==> src/rtl/video_frame_arb.sv <==
// rtl/video_frame_arb.sv - two-source round-robin frame arbiter onto one stream
// Optional XFER watchdog compiled in with VIDEO_FRAME_ARB_TIMEOUT_EN.
module video_frame_arb #(
  parameter int DATA_W     = 8,
  parameter int GAP_CYCLES = 4,
  parameter int TIMEOUT    = 64
) (
  input  logic              clk,
  input  logic              rst,
  input  logic              enable,
  input  logic              req0,
  input  logic              req1,
  output logic              start0,
  output logic              start1,
  input  logic [DATA_W-1:0] s0_tdata,
  input  logic              s0_tvalid,
  input  logic              s0_tlast,
  output logic              s0_tready,
  input  logic [DATA_W-1:0] s1_tdata,
  input  logic              s1_tvalid,
  input  logic              s1_tlast,
  output logic              s1_tready,
  output logic [DATA_W-1:0] m_tdata,
  output logic              m_tvalid,
  output logic              m_tlast,
  input  logic              m_tready,
  output logic [1:0]        grant,
  output logic [15:0]       frame_cnt,
  output logic              err
);

  if (GAP_CYCLES < 1 || GAP_CYCLES > 255 || TIMEOUT < 1) begin : g_param_check
    $error("video_frame_arb: GAP_CYCLES must be 1..255 and TIMEOUT >= 1");
  end

  localparam logic [7:0] GAP_LOAD = 8'(GAP_CYCLES);

`ifdef VIDEO_FRAME_ARB_TIMEOUT_EN
  typedef enum logic [2:0] {S_IDLE, S_START, S_XFER, S_GAP, S_ABORT} state_t;
  localparam int WD_W = $clog2(TIMEOUT + 1);
  logic [WD_W-1:0] wd_q, wd_d;
  logic            err_q, err_d;
`else
  typedef enum logic [1:0] {S_IDLE, S_START, S_XFER, S_GAP} state_t;
`endif

  state_t      state_q, state_d;
  logic [1:0]  grant_q, grant_d;
  logic        last_q, last_d;   // 1 = source 1 was served most recently
  logic [7:0]  gap_q, gap_d;
  logic [15:0] frame_cnt_q, frame_cnt_d;
  logic        beat_acc;

  always_ff @(posedge clk or posedge rst) begin
    if (rst) begin
      state_q     <= S_IDLE;
      grant_q     <= 2'b00;
      last_q      <= 1'b1;
      gap_q       <= 8'd0;
      frame_cnt_q <= 16'd0;
`ifdef VIDEO_FRAME_ARB_TIMEOUT_EN
      wd_q        <= '0;
      err_q       <= 1'b0;
`endif
    end else begin
      state_q     <= state_d;
      grant_q     <= grant_d;
      last_q      <= last_d;
      gap_q       <= gap_d;
      frame_cnt_q <= frame_cnt_d;
`ifdef VIDEO_FRAME_ARB_TIMEOUT_EN
      wd_q        <= wd_d;
      err_q       <= err_d;
`endif
    end
  end

  // Datapath is a pure mux gated by XFER so the owner sees zero added latency.
  always_comb begin
    m_tdata   = '0;
    m_tvalid  = 1'b0;
    m_tlast   = 1'b0;
    s0_tready = 1'b0;
    s1_tready = 1'b0;
    if (state_q == S_XFER) begin
      if (grant_q[0]) begin
        m_tdata   = s0_tdata;
        m_tvalid  = s0_tvalid;
        m_tlast   = s0_tlast;
        s0_tready = m_tready;
      end else if (grant_q[1]) begin
        m_tdata   = s1_tdata;
        m_tvalid  = s1_tvalid;
        m_tlast   = s1_tlast;
        s1_tready = m_tready;
      end
    end
  end

  assign beat_acc = m_tvalid & m_tready;

  always_comb begin
    state_d     = state_q;
    grant_d     = grant_q;
    last_d      = last_q;
    gap_d       = gap_q;
    frame_cnt_d = frame_cnt_q;
`ifdef VIDEO_FRAME_ARB_TIMEOUT_EN
    wd_d        = wd_q;
    err_d       = err_q;
`endif
    case (state_q)
      S_IDLE: begin
        if (enable && (req0 || req1)) begin
          grant_d = (req0 && (!req1 || last_q)) ? 2'b01 : 2'b10;
          state_d = S_START;
        end
      end
      S_START: begin
        state_d = S_XFER;
`ifdef VIDEO_FRAME_ARB_TIMEOUT_EN
        wd_d    = '0;
`endif
      end
      S_XFER: begin
`ifdef VIDEO_FRAME_ARB_TIMEOUT_EN
        wd_d = beat_acc ? '0 : wd_q + 1'b1;
        if (!beat_acc && wd_q == WD_W'(TIMEOUT - 1)) begin
          err_d   = 1'b1;
          last_d  = grant_q[1];
          grant_d = 2'b00;
          state_d = S_ABORT;
        end
`endif
        if (beat_acc && m_tlast) begin
          frame_cnt_d = frame_cnt_q + 16'd1;
          last_d      = grant_q[1];
          grant_d     = 2'b00;
          gap_d       = GAP_LOAD;
          state_d     = S_GAP;
        end
      end
      S_GAP: begin
        if (gap_q <= 8'd1) begin
          gap_d   = 8'd0;
          state_d = S_IDLE;
        end else begin
          gap_d = gap_q - 8'd1;
        end
      end
`ifdef VIDEO_FRAME_ARB_TIMEOUT_EN
      S_ABORT: begin
        gap_d   = GAP_LOAD;
        state_d = S_GAP;
      end
`endif
      default: state_d = S_IDLE;
    endcase
  end

  assign start0    = (state_q == S_START) & grant_q[0];
  assign start1    = (state_q == S_START) & grant_q[1];
  assign grant     = grant_q;
  assign frame_cnt = frame_cnt_q;
`ifdef VIDEO_FRAME_ARB_TIMEOUT_EN
  assign err = err_q;
`else
  assign err = 1'b0;
`endif

endmodule

==> config.mk <==
export PLATFORM = sky130hd
export DESIGN_NAME = video_frame_arb
export DESIGN_NICKNAME = d
export VERILOG_FILES = /design/src/rtl/video_frame_arb.sv
export SDC_FILE = /design/constraint.sdc
export NUM_CORES = 1
export LEC_CHECK = 0
export ABC_CLOCK_PERIOD_IN_PS = 3600
export BUFFER_PORTS_ARGS = -buffer_cell sky130_fd_sc_hd__clkbuf_2
export CELL_PAD_IN_SITES_DETAIL_PLACEMENT = 1
export CELL_PAD_IN_SITES_GLOBAL_PLACEMENT = 1
export CORE_ASPECT_RATIO = 1.2
export CORE_UTILIZATION = 39
export CTS_CLUSTER_SIZE = 12
export DETAILED_ROUTE_END_ITERATION = 10
export HOLD_SLACK_MARGIN = 0.03
export MAX_ROUTING_LAYER = met4
export PLACE_DENSITY = 0.84
export SLEW_MARGIN = 20
export SYNTH_ARGS = -nofsm -noshare
export SYNTH_HDL_FRONTEND = slang
export SYNTH_SLANG_ARGS = --single-unit
==> constraint.sdc <==
create_clock -name clk -period 3.6 [get_ports clk]
set_input_delay 0.18 -clock clk [delete_from_list [all_inputs] [get_ports clk]]
set_output_delay 0.18 -clock clk [all_outputs]
set_load 0.05 [all_outputs]
==> results_tabular.tex <==
\begin{tabular}{lr}
\hline
Metric & Value \\
\hline
\multicolumn{2}{l}{\textbf{Clock network}} \\
Post-cts sizing count & 0 \\
Clk Latency, worst-skew pair & about 280 ps \\
CTS tree & built \\
Count of H-tree levels built during CTS & 2 \\
CTS clock-pin slew for the worst setup and hold paths & 70 ps \\
Clock Tree Buf Depth & 2 \\
Buffer type at the clock tree root & sky130\_fd\_sc\_hd\_\_clkbuf\_8 \\
Quantity of hold-fixing buffers added after cts & 1 \\
Number of setup buffers added after CTS & 0 \\
Total CTS buffers & 5 \\
Clock tree sinks & 29 \\
\multicolumn{2}{l}{\textbf{Synth}} \\
Largest cells by area after synthesis & sky130\_fd\_sc\_hd\_\_dfrtp\_1, sky130\_fd\_sc\_hd\_\_a22oi\_1, sky130\_fd\_sc\_hd\_\_ha\_1 \\
Total nets after synthesis & 217 \\
Mux contribution to synthesized area & 2.04\% \\
Area fraction of the dominant cell type after synthesis & between 40\% and 50\% \\
Synthesized netlist cell count & approximately 180 \\
Combinational family with the most area after synthesis & simple AND/OR/NAND/NOR gates \\
Post-synth design cell area & between 1500 and 2000 µm² \\
Flop and latch count out of synthesis & 29 \\
Sequential-to-total area share from yosys stat & 42.4\% \\
Top cell type by total area after synthesis & sky130\_fd\_sc\_hd\_\_dfrtp\_1 \\
Mean area per synthesized cell & 9.37 µm² \\
Netlist cell types & 41 \\
Post-synthesis simple-gate area fraction & 21.2\% \\
Number of synthesized flops with an enable pin & 0 \\
Area fraction in compound gates after synthesis & 15.5\% \\
Most used flip-flop cell after synthesis & sky130\_fd\_sc\_hd\_\_dfrtp\_1 \\
Synth Area in Adders & approximately 6\% \\
Number of synthesis warnings & 0 \\
Async set-or-reset flop fraction in the synthesized netlist & 100\% \\
Xor/xnor share of the synthesized area & 7.66\% \\
\multicolumn{2}{l}{\textbf{Timing}} \\
Worst-case clock skew & around 2.8 ps \\
Final hold slack & just under 300 ps \\
Setup violators final & 0 \\
Final Slew Violations & 0 \\
Shortest clock period the worst path allows after layout & $\sim$2500 ps \\
Number of hold-slack violations in the final timing report & 0 \\
Maximum clock rate & between 300 and 400 MHz \\
Final Cycle Share & between 70\% and 80\% \\
Setup repair after global routing missed its margin & no \\
Final setup TNS & 0 ps \\
Slew margin rel. & 36.8\% \\
Slew at the pin with the worst max-slew slack & 948 ps \\
\multicolumn{2}{l}{\textbf{GRT}} \\
GRT Util Overall & a little over a fifth \\
Global-route wire length before repair & around 7300 µm \\
Antenna violations before repair & 0 \\
Pin count of the biggest net entering global routing & 30 \\
Via count of the first global-routing pass & about 1600 \\
Grt total ovfl & 0 \\
\multicolumn{2}{l}{\textbf{Die}} \\
Total Die Area & around 4700 µm² \\
Row count & 26 \\
Number of ports placed on the die boundary & just under 60 \\
Die outline height & between 70 and 80 µm \\
Area of the core & between 4000 and 5000 µm² \\
Starting Density & 40.6\% \\
Horiz. Die Dim & 62.5 µm \\
\multicolumn{2}{l}{\textbf{Layout}} \\
Fill cell count & 531 \\
Final core utilization & 50.3\% \\
Share of cells above drive strength 1 & between 20\% and 30\% \\
Ant. Diodes & 0 \\
Syn-to-layout area delta & 24.0\% \\
Number of nets in the final layout & around 270 \\
\multicolumn{2}{l}{\textbf{Power}} \\
Worst vdd rail ir drop & around 310 µV \\
Leakage power & between 1 and 1.5 nW \\
Total power per unit cell area & around 740 nW/µm² \\
Overall power & approximately 1.6 mW \\
\multicolumn{2}{l}{\textbf{Min path}} \\
Path category of the worst min-delay check & in -> reg \\
\multicolumn{2}{l}{\textbf{Placed design}} \\
Quantity of I/O buffers inserted on ports & 57 \\
Half-perimeter wire length after detailed placement & 3090 µm \\
Final GP Congestion & 0.792 \\
\multicolumn{2}{l}{\textbf{Route}} \\
Detailed-route vias per instance & around 5.4 \\
Post-DRT Antenna Nets & 0 \\
Post-detailed-route DRC marker count & 0 \\
Final routed wire length divided by cell count & about 15 µm \\
DR vias & 1616 \\
Number of optimization iterations in the first detailed-route pass & 4 \\
1st-iter DRT viols & a little under 70 \\
Total length of routed wires & roughly 4400 µm \\
\multicolumn{2}{l}{\textbf{Worst setup path}} \\
Crit Path Class & reg -> reg \\
WP data required & roughly 3800 ps \\
Launching element type of the critical path & register \\
Endpoint type of the worst setup path & register \\
Endpoint arrival time on the critical path & 2710 ps \\
Critical path peak fanout & 26 \\
\multicolumn{2}{l}{\textbf{Outcome}} \\
Outcome & finished clean \\
\multicolumn{2}{l}{\textbf{Flow run}} \\
Max-cap check violation count & 0 \\
\hline
\end{tabular}
==> synthesized netlist by cell type (2+ instances only) <==
cell,number
sky130_fd_sc_hd__nand2_1,11
sky130_fd_sc_hd__a21oi_1,2
sky130_fd_sc_hd__and2_1,3
sky130_fd_sc_hd__nand3_1,10
sky130_fd_sc_hd__xor2_1,10
sky130_fd_sc_hd__nand4_1,4
sky130_fd_sc_hd__o21ai_0,4
sky130_fd_sc_hd__clkbuf_1,5
sky130_fd_sc_hd__ha_1,8
sky130_fd_sc_hd__nand2b_1,4
sky130_fd_sc_hd__xnor2_1,5
sky130_fd_sc_hd__a22oi_1,14
sky130_fd_sc_hd__inv_1,14
sky130_fd_sc_hd__or4_1,3
sky130_fd_sc_hd__nand4b_1,2
sky130_fd_sc_hd__o22ai_1,5
sky130_fd_sc_hd__mux2i_1,2
sky130_fd_sc_hd__nor3_1,4
sky130_fd_sc_hd__nor4_1,7
sky130_fd_sc_hd__buf_2,2
sky130_fd_sc_hd__dfrtp_1,28
sky130_fd_sc_hd__nor2_1,13
sky130_fd_sc_hd__and3_1,2
sky130_fd_sc_hd__or3_1,2
sky130_fd_sc_hd__o211ai_1,3
==> final timing paths <==
kind	startpoint	to	slack, ps	cells after the start
hold reg to reg	frame_cnt[15]	frame_cnt[15]	470	1
setup reg to reg	state_q[0]	state_q[1]	1060	6
min in group asynchronous	rst	frame_cnt[9]	520	3
setup / recovery	state_q[0]	state_q[1]	1060	6
max in group asynchronous	rst	frame_cnt[15]	2680	3
hold / removal	enable	grant[0]	300	3
==> registers in the layout, indices dropped and copies added (netlist names) <==
signal and cells:
frame_cnt 16, gap_q 8, grant 2, last_q 1
state_q 2
==> placed cells by master (no fill, tap or decap), drive strengths merged, types with 2 or more instances in the layout <==
cell / netlist / layout
a21oi: 2 / 2
a22oi: 14 / 14
and2: 3 / 3
and3: 2 / 2
clkbuf: 5 / 63
clkinv: 0 / 2
dfrtp: 28 / 28
ha: 8 / 8
inv: 14 / 14
mux2i: 2 / 2
nand2: 11 / 11
nand2b: 4 / 4
nand3: 10 / 10
nand4: 4 / 4
nand4b: 2 / 2
nor2: 13 / 13
nor3: 4 / 4
nor4: 7 / 7
o211ai: 3 / 3
o21ai: 5 / 5
o22ai: 5 / 5
or3: 2 / 2
or4: 3 / 3
xnor2: 5 / 5
xor2: 10 / 10
==> power breakdown <==
group	internal (mW)	switching (mW)	leakage, nW	total, mW
Clock	0.134	0.129	0.0450	0.263
Sequential	0.413	0.108	0.371	0.520
Combinational	0.260	0.526	0.663	0.786
Total	0.806	0.763	1.08	1.57
==> area by class of cell <==
| type | count | area [µm²] | share of cell area (%) |
|---|---|---|---|
| repair buffers | 58 | 295 | 13.9 |
| clock inverters | 2 | 10.0 | 0.471 |
| multi-input cells | 132 | 900 | 42.3 |
| clock buffers | 6 | 72.6 | 3.41 |
| inverters | 14 | 52.6 | 2.47 |
| well taps | 56 | 70.1 | 3.29 |
| flip-flops and latches | 29 | 727 | 34.2 |
==> kinds of logic (layout without fill, tap and decap cells) <==
kind of cell    count (synthesis)  after routing
compound gates                 37             37
mux                             3              3
simple gates                   68             68
fa+ha+maj                       8              8
other cells                     1              1
flops                          29             29
xor+xnor                       15             15
buf+inv                        22             80
==> critical path: stages (launching register included) <==
cell and delay (ps):
sky130_fd_sc_hd__dfrtp_1 390, sky130_fd_sc_hd__inv_1 120, sky130_fd_sc_hd__ha_1 370, sky130_fd_sc_hd__nand3_1 180, sky130_fd_sc_hd__a22o_1 610, sky130_fd_sc_hd__a211o_1 450
sky130_fd_sc_hd__mux2_4 300
==> per-stage QoR <==
step	cell area, µm²	std cells	setup slack (ps)
after floorplan	1720	183	1480
after global placement	2030	288	1150
after detailed placement	2030	288	1080
after CTS	2130	297	1060
after global routing	2130	297	879
final	2130	297	1060
==> layer usage <==
| metal | GRT usage, % | vias to the layer above | wire length [µm] |
|---|---|---|---|
| li1 | - | 771 | - |
| met1 | 23.2 | 782 | 1850 |
| met2 | 37.3 | 55 | 2260 |
| met3 | 3.18 | 8 | 153 |
| met4 | 9.56 | 0 | 100 |
| met5 | - | - | 0 |
Note: power is estimated with default switching activity, not from simulation.
